## config.mk

```make
export PLATFORM = sky130hd
export DESIGN_NAME = instr_fetch_flat
export DESIGN_NICKNAME = d
export VERILOG_FILES = /design/src/rtl/instr_fetch_pkg.sv /design/src/rtl/instr_fetch_if.sv /design/src/rtl/instr_fetch.sv /design/src/flat_wrapper.sv
export SDC_FILE = /design/constraint.sdc
export NUM_CORES = 1
export LEC_CHECK = 0
export ABC_CLOCK_PERIOD_IN_PS = 5250
export BUFFER_PORTS_ARGS = -buffer_cell sky130_fd_sc_hd__buf_2
export CAP_MARGIN = 20
export CELL_PAD_IN_SITES_DETAIL_PLACEMENT = 1
export CELL_PAD_IN_SITES_GLOBAL_PLACEMENT = 1
export CORE_UTILIZATION = 39
export CTS_CLUSTER_SIZE = 30
export DETAILED_ROUTE_END_ITERATION = 10
export GPL_ROUTABILITY_DRIVEN = 0
export PLACE_DENSITY = 0.93
export SYNTH_ARGS = -nofsm -noshare
export SYNTH_HDL_FRONTEND = slang
export SYNTH_SLANG_ARGS = --single-unit
```

## constraint.sdc

```tcl
create_clock -name clk_i -period 5.25 [get_ports clk_i]
set_clock_uncertainty 0.2 [all_clocks]
set_input_delay 0.2625 -clock clk_i [delete_from_list [all_inputs] [get_ports clk_i]]
set_output_delay 0.2625 -clock clk_i [all_outputs]
set_load 0.02 [all_outputs]
```

## src/rtl/instr_fetch_pkg.sv

```systemverilog
// Shared fetch-stage definitions: FSM state encoding, NOP constant, reset PC
// and the buffered instruction payload type.
package instr_fetch_pkg;

  localparam int unsigned XLEN = 32;

  localparam logic [XLEN-1:0] DEFAULT_RESET_PC = 32'h0000_0000;
  localparam logic [XLEN-1:0] NOP_INSTR        = 32'h0000_0013;

  localparam logic [1:0] ST_IDLE = 2'd0;
  localparam logic [1:0] ST_REQ  = 2'd1;
  localparam logic [1:0] ST_WAIT = 2'd2;
  localparam logic [1:0] ST_DROP = 2'd3;

  typedef enum logic [1:0] {
    S_IDLE = ST_IDLE,
    S_REQ  = ST_REQ,
    S_WAIT = ST_WAIT,
    S_DROP = ST_DROP
  } fetch_state_e;

  typedef struct packed {
    logic [XLEN-1:0] pc;
    logic [XLEN-1:0] instr;
  } fetch_entry_t;

  // Clear the byte offset so every fetch address is word aligned.
  function automatic logic [XLEN-1:0] align_word(input logic [XLEN-1:0] addr);
    return addr & ~XLEN'(3);
  endfunction

endpackage

```

## src/rtl/instr_fetch_if.sv

```systemverilog
// Instruction-memory, redirect and decode-side signals of the fetch stage.
// master = fetch unit, slave = memory/pipeline environment.
interface instr_fetch_if;
  import instr_fetch_pkg::*;

  logic            imem_req_o;
  logic [XLEN-1:0] imem_addr_o;
  logic            imem_gnt_i;
  logic            imem_rvalid_i;
  logic [XLEN-1:0] imem_rdata_i;

  logic            stall_i;
  logic            redirect_i;
  logic [XLEN-1:0] redirect_pc_i;

  logic            instr_valid_o;
  logic [XLEN-1:0] instr_o;
  logic [XLEN-1:0] pc_o;
  logic [4:0]      opcode_o;
  logic [2:0]      func3_o;
  logic            func7_o;

  modport master (
    output imem_req_o, imem_addr_o,
    input  imem_gnt_i, imem_rvalid_i, imem_rdata_i,
    input  stall_i, redirect_i, redirect_pc_i,
    output instr_valid_o, instr_o, pc_o, opcode_o, func3_o, func7_o
  );

  modport slave (
    input  imem_req_o, imem_addr_o,
    output imem_gnt_i, imem_rvalid_i, imem_rdata_i,
    output stall_i, redirect_i, redirect_pc_i,
    input  instr_valid_o, instr_o, pc_o, opcode_o, func3_o, func7_o
  );

endinterface

```

## src/rtl/instr_fetch.sv

```systemverilog
// Single-outstanding instruction fetch unit with a one-entry output buffer,
// redirect handling and discard of responses belonging to a stale PC.
module instr_fetch
  import instr_fetch_pkg::*;
#(
  parameter logic [XLEN-1:0] RESET_PC = DEFAULT_RESET_PC
) (
  input  logic          clk_i,
  input  logic          cntrst_i,
  instr_fetch_if.master bus
);

  fetch_state_e    r_state;
  logic [XLEN-1:0] r_pc;
  logic            r_valid;
  fetch_entry_t    r_entry;

  fetch_state_e    w_state_nxt;
  logic [XLEN-1:0] w_pc_nxt;
  logic            w_valid_nxt;
  fetch_entry_t    w_entry_nxt;
  logic            w_buf_free;
  logic            w_req;
  logic            w_grant;

  // A request may only go out when the buffer is empty or drains this cycle.
  assign w_buf_free = !r_valid || !bus.stall_i;
  assign w_req      = (r_state == S_REQ) && w_buf_free;
  assign w_grant    = w_req && bus.imem_gnt_i;

  always_ff @(posedge clk_i or negedge cntrst_i) begin
    if (!cntrst_i) begin
      r_state <= S_IDLE;
      r_pc    <= RESET_PC;
      r_valid <= 1'b0;
      r_entry <= '{pc: '0, instr: NOP_INSTR};
    end else begin
      r_state <= w_state_nxt;
      r_pc    <= w_pc_nxt;
      r_valid <= w_valid_nxt;
      r_entry <= w_entry_nxt;
    end
  end

  always_comb begin
    w_state_nxt = r_state;
    w_pc_nxt    = r_pc;
    w_valid_nxt = r_valid;
    w_entry_nxt = r_entry;

    if (r_valid && !bus.stall_i) w_valid_nxt = 1'b0;

    case (r_state)
      S_IDLE: w_state_nxt = S_REQ;
      S_REQ: begin
        if (w_grant) w_state_nxt = S_WAIT;
      end
      S_WAIT: begin
        if (bus.imem_rvalid_i) begin
          w_entry_nxt = '{pc: r_pc, instr: bus.imem_rdata_i};
          w_valid_nxt = 1'b1;
          w_pc_nxt    = r_pc + XLEN'(4);
          w_state_nxt = S_REQ;
        end
      end
      S_DROP: begin
        if (bus.imem_rvalid_i) w_state_nxt = S_REQ;
      end
      default: w_state_nxt = S_IDLE;
    endcase

    // Redirect wins over everything; a response still in flight must be dropped,
    // but one arriving this very cycle is already accounted for.
    if (bus.redirect_i) begin
      w_pc_nxt    = align_word(bus.redirect_pc_i);
      w_valid_nxt = 1'b0;
      w_entry_nxt = r_entry;
      case (r_state)
        S_REQ:          w_state_nxt = w_grant ? S_DROP : S_REQ;
        S_WAIT, S_DROP: w_state_nxt = bus.imem_rvalid_i ? S_REQ : S_DROP;
        default:        w_state_nxt = S_REQ;
      endcase
    end
  end

  assign bus.imem_req_o    = w_req;
  assign bus.imem_addr_o   = r_pc;
  assign bus.instr_valid_o = r_valid;
  assign bus.instr_o       = r_entry.instr;
  assign bus.pc_o          = r_entry.pc;
  assign bus.opcode_o      = r_entry.instr[6:2];
  assign bus.func3_o       = r_entry.instr[14:12];
  assign bus.func7_o       = r_entry.instr[30];

endmodule

```

## src/flat_wrapper.sv

```systemverilog
// flat-port wrapper written by rule: the top's interface ports become plain ports
module instr_fetch_flat import instr_fetch_pkg::*;
#(
  parameter logic [XLEN-1:0] RESET_PC = DEFAULT_RESET_PC
)
  (clk_i, cntrst_i, bus_imem_req_o, bus_imem_addr_o, bus_imem_gnt_i, bus_imem_rvalid_i, bus_imem_rdata_i, bus_stall_i, bus_redirect_i, bus_redirect_pc_i, bus_instr_valid_o, bus_instr_o, bus_pc_o, bus_opcode_o, bus_func3_o, bus_func7_o);
  instr_fetch_if bus_i ();
  input  logic clk_i;
  input  logic cntrst_i;
  output wire logic [$bits(bus_i.imem_req_o)-1:0] bus_imem_req_o;
  output wire logic [$bits(bus_i.imem_addr_o)-1:0] bus_imem_addr_o;
  input wire logic [$bits(bus_i.imem_gnt_i)-1:0] bus_imem_gnt_i;
  input wire logic [$bits(bus_i.imem_rvalid_i)-1:0] bus_imem_rvalid_i;
  input wire logic [$bits(bus_i.imem_rdata_i)-1:0] bus_imem_rdata_i;
  input wire logic [$bits(bus_i.stall_i)-1:0] bus_stall_i;
  input wire logic [$bits(bus_i.redirect_i)-1:0] bus_redirect_i;
  input wire logic [$bits(bus_i.redirect_pc_i)-1:0] bus_redirect_pc_i;
  output wire logic [$bits(bus_i.instr_valid_o)-1:0] bus_instr_valid_o;
  output wire logic [$bits(bus_i.instr_o)-1:0] bus_instr_o;
  output wire logic [$bits(bus_i.pc_o)-1:0] bus_pc_o;
  output wire logic [$bits(bus_i.opcode_o)-1:0] bus_opcode_o;
  output wire logic [$bits(bus_i.func3_o)-1:0] bus_func3_o;
  output wire logic [$bits(bus_i.func7_o)-1:0] bus_func7_o;
  assign bus_imem_req_o = bus_i.imem_req_o;
  assign bus_imem_addr_o = bus_i.imem_addr_o;
  assign bus_i.imem_gnt_i = bus_imem_gnt_i;
  assign bus_i.imem_rvalid_i = bus_imem_rvalid_i;
  assign bus_i.imem_rdata_i = bus_imem_rdata_i;
  assign bus_i.stall_i = bus_stall_i;
  assign bus_i.redirect_i = bus_redirect_i;
  assign bus_i.redirect_pc_i = bus_redirect_pc_i;
  assign bus_instr_valid_o = bus_i.instr_valid_o;
  assign bus_instr_o = bus_i.instr_o;
  assign bus_pc_o = bus_i.pc_o;
  assign bus_opcode_o = bus_i.opcode_o;
  assign bus_func3_o = bus_i.func3_o;
  assign bus_func7_o = bus_i.func7_o;
  instr_fetch #(.RESET_PC(RESET_PC)) u_core (.clk_i(clk_i), .cntrst_i(cntrst_i), .bus(bus_i));
endmodule
```

==> qor.csv <==
stage,metric,value,unit
floorplanning,Rows,37,
logic_synthesis,Mapped Cells,355,
final_layout,Area Growth Syn to Fin,40.9,%
final_layout,share of cells above drive strength 1,43.5,%
clocking,postcts setup bufs,0,
critical_path,CP peak stage delay,0.85,ns
placement,dpl cell area,0.00512,mm^2
critical_path,"CP delay by family, top",simple AND/OR/NAND/NOR gates,
worst_hold_path,hold crit path type,input port to flop,
placement,dpl hpwl,8200,um
clocking,CTS H-Tree Depth,3,
clocking,total CTS buffers,9,
pwr,Clock power frac,19.2,%
logic_synthesis,YS warnings,0,
critical_path,CP most frequent cell,or4_1,
pwr,sequential share of power,44.1,%
pwr,Pleak,2.86,nW
critical_path,R2R Path Start,u_core.bus.imem_addr_o[2],
critical_path,CP startpoint kind,flop,
timing,worst setup margin,2.40,ns
drt,vias after detailed routing,3752,
critical_path,Buf/Inv on CP,0,
timing,hold_ws,0.0118,ns
final_layout,final core utilization,57.2,%
floorplanning,starting density of the core,40.6,%
logic_synthesis,sequential fraction of the synthesis area,56.3,%
grt,total track usage,25.2,%
worst_hold_path,Worst Hold Path Cells,3,
timing,RSZ-0062 raised after global routing,false,
placement,Cells after DPL,637,
clocking,clock sink count,95,
critical_path,crit end category,flop,
grt,number of global-route vias before repair,4223,
clocking,clk buf depth,2,
critical_path,critical path data arrival time,2.91,ns
pwr,Net Sw Frac,37.9,%
logic_synthesis,Mapped Avg Cell Area,11.9,um^2
pwr,Power Density,414,mW/mm^2
grt,initial antenna violation count,0,
final_layout,Multi-input gate area,0.00168,mm^2
critical_path,CP max stage cell,or4_1,
drt,via/cell ratio,5.23,
floorplanning,Die W,106,um
critical_path,Reg-to-Reg End,u_core.bus.imem_addr_o[28],
flow_run,Max-Cap Viols,0,
worst_hold_path,Hold Crit Start,bus_redirect_pc_i[28],
timing,final-report hold violation count,0,
drt,drt first pass iters,4,
timing,final setup violation count,0,
floorplanning,Die ar.,0.0113,mm^2
timing,setup TNS,0,ns
final_layout,number of fill cells,1154,
clocking,clock latency on the worst-skew pair,0.37,ns
run_status,status,"complete, no violations",
final_layout,final instance area,0.00595,mm^2
timing,Achievable Freq,351,MHz
timing,fin crit share,54.3,%
logic_synthesis,"flops & latches, synth",95,
clocking,CTS tree,built,
floorplanning,die height,106,um
timing,count of pins over their slew limit,0,
drt,wire length per cell,18.5,um
floorplanning,IO Count,177,
floorplanning,core area,0.0104,mm^2
clocking,CTS root buf,clkbuf_8,
final_layout,ANT cells,0,
pwr,Tot Pwr,2.46,mW
pwr,part of the power in combinational logic,36.6,%
timing,Max-slew headroom,33.3,%
drt,Total Wirelength,13300,um
timing,Worst Tran Pin Value,0.998,ns
drt,drt drc,0,
critical_path,"setup slack, reg-to-reg",2.40,ns
critical_path,Worst Path Required,5.32,ns
critical_path,top fanout value on the critical path,17,
grt,global-route wire length before repair,21700,um
drt,DR iter-0 viols,96,
pwr,P_sw,0.933,mW
clocking,Worst-path clk slew,0.09,ns
critical_path,critical path class,flop to flop,
final_layout,fin cells,718,
grt,largest net degree at the start of global routing,76,
logic_synthesis,mapped cell area,0.00423,mm^2
placement,pre-CTS setup slack,2.43,ns
critical_path,R2R cell count,5,
worst_hold_path,worst hold endpoint,u_core.bus.imem_addr_o[28],
placement,Buffers on Ports,170,
grt,gr ovfl total,0,
final_layout,Register Area,0.00238,mm^2
pwr,P_int,1.53,mW
critical_path,"Cell Chain, Critical Path","ha_1, nand4b_2, or4_1, or4_1, a31oi_1",
logic_synthesis,post-synth cell types,32,
timing,fin crit period,2.85,ns
final_layout,Final Net Count,648,
drt,Post-DRT Antenna Nets,0,
clocking,post-CTS resize count,0,
pwr,Worst VDD drop,0.000236,V
==> cells by family after synthesis <==
logic type,synth area share [%]
flops,56.3
xor+xnor,2.49
compound gates,7.19
simple gates,12.4
fa+ha+maj,0.296
mux,16.8
buf+inv,4.41
other cells,0.0887
==> timing repair <==
item | 4_1_cts | 5_1_grt
setup endpoints to repair | 0 | 0
hold buffers | 65 | 0
endpoints found under the hold margin | 83 | 0
==> tightest hold or removal path, delay by kind of cell <==
family	cells	cell delay (ns)
AOI/OAI and AO/OA	1	0.06
and+or+nand+nor	1	0.11
buffers and inverters	1	0.10
==> power groups by stage <==
stage               sequential [mW]  combinational, mW  clock, mW
floorplan                      1.33              0.293          0
global placement               1.07              0.821          0
detailed placement             1.09              0.850          0
CTS                            1.08              0.892      0.486
global route                   1.12              0.962      0.517
finish                         1.09              0.901      0.474
==> synth_stat cells, drive strengths merged <==
cell type / instances / share of area [%]
a21o: 1 / 0.18
a21oi: 1 / 0.12
a31oi: 17 / 2.5
and2: 1 / 0.15
and3: 4 / 0.59
and4: 3 / 0.62
buf: 15 / 2.6
clkbuf: 14 / 1.3
clkinv: 1 / 0.089
conb: 1 / 0.089
dfrtp: 92 / 54
dfstp: 3 / 1.9
ha: 1 / 0.30
inv: 5 / 0.44
mux2: 62 / 17
mux2i: 1 / 0.24
nand2: 31 / 2.8
nand3: 4 / 0.47
nand3b: 1 / 0.47
nand4: 7 / 1.0
nand4b: 1 / 0.36
nor2: 19 / 1.7
nor3: 4 / 0.47
nor4: 3 / 0.44
o21ai: 19 / 2.2
o31ai: 12 / 2.1
or3: 6 / 0.89
or4: 14 / 2.5
xnor2: 9 / 1.9
xor2: 3 / 0.62
==> state kept, by name (all words and copies together) (netlist names) <==
register,flops
u_core.bus.pc_o,30
u_core.bus.instr_o,32
u_core.r_state,2
u_core.bus.imem_addr_o,30
u_core.bus.instr_valid_o,1
==> cell usage in the layout (no fill, tap or decap), drive strengths merged, types with 3 or more instances in the layout <==
| master | n |
|---|---|
| xnor2 | 9 |
| o31ai | 12 |
| nand3 | 4 |
| xor2 | 3 |
| nand4 | 7 |
| mux2 | 62 |
| inv | 5 |
| and3 | 4 |
| or3 | 6 |
| o21ai | 19 |
| clkinv | 3 |
| nor3 | 4 |
| dfstp | 3 |
| dlygate4sd3 | 65 |
| conb | 4 |
| a31oi | 17 |
| clkbuf | 12 |
| nand2 | 31 |
| dfrtp | 92 |
| and4 | 3 |
| nor2 | 19 |
| buf | 172 |
| or4 | 14 |
| nor4 | 3 |
==> cell type report <==
cell class / instances / share of cell area (%)
clock buffer: 12 / 2.27
clock inverter: 4 / 0.799
inverter: 6 / 0.378
multi-input combinational: 228 / 28.2
sequential: 95 / 40.0
tap: 136 / 2.86
timing repair buffer: 237 / 25.5
==> worst max path at each step <==
stage          slack, ns  cells after the start                          to                       from
6_report            2.40                      5  u_core.bus.imem_addr_o[28]  u_core.bus.imem_addr_o[2]
5_1_grt             2.24                      5  u_core.bus.imem_addr_o[26]  u_core.bus.imem_addr_o[2]
4_1_cts             2.41                      5  u_core.bus.imem_addr_o[28]  u_core.bus.imem_addr_o[2]
3_5_place_dp        2.43                      5  u_core.bus.imem_addr_o[28]  u_core.bus.imem_addr_o[2]
3_3_place_gp        2.51                      5  u_core.bus.imem_addr_o[30]  u_core.bus.imem_addr_o[2]
2_1_floorplan       2.79                      6  u_core.bus.imem_addr_o[30]  u_core.bus.imem_addr_o[2]
==> routing by layer <==
metal  up-vias  wire, um  track usage [%]
li1       1706         -                -
met1      1875      4990             26.9
met2       134      7180             47.3
met3        37       716             5.15
met4         0       434             11.6
met5         -         0                0
Power figures use the tool's default switching activity.
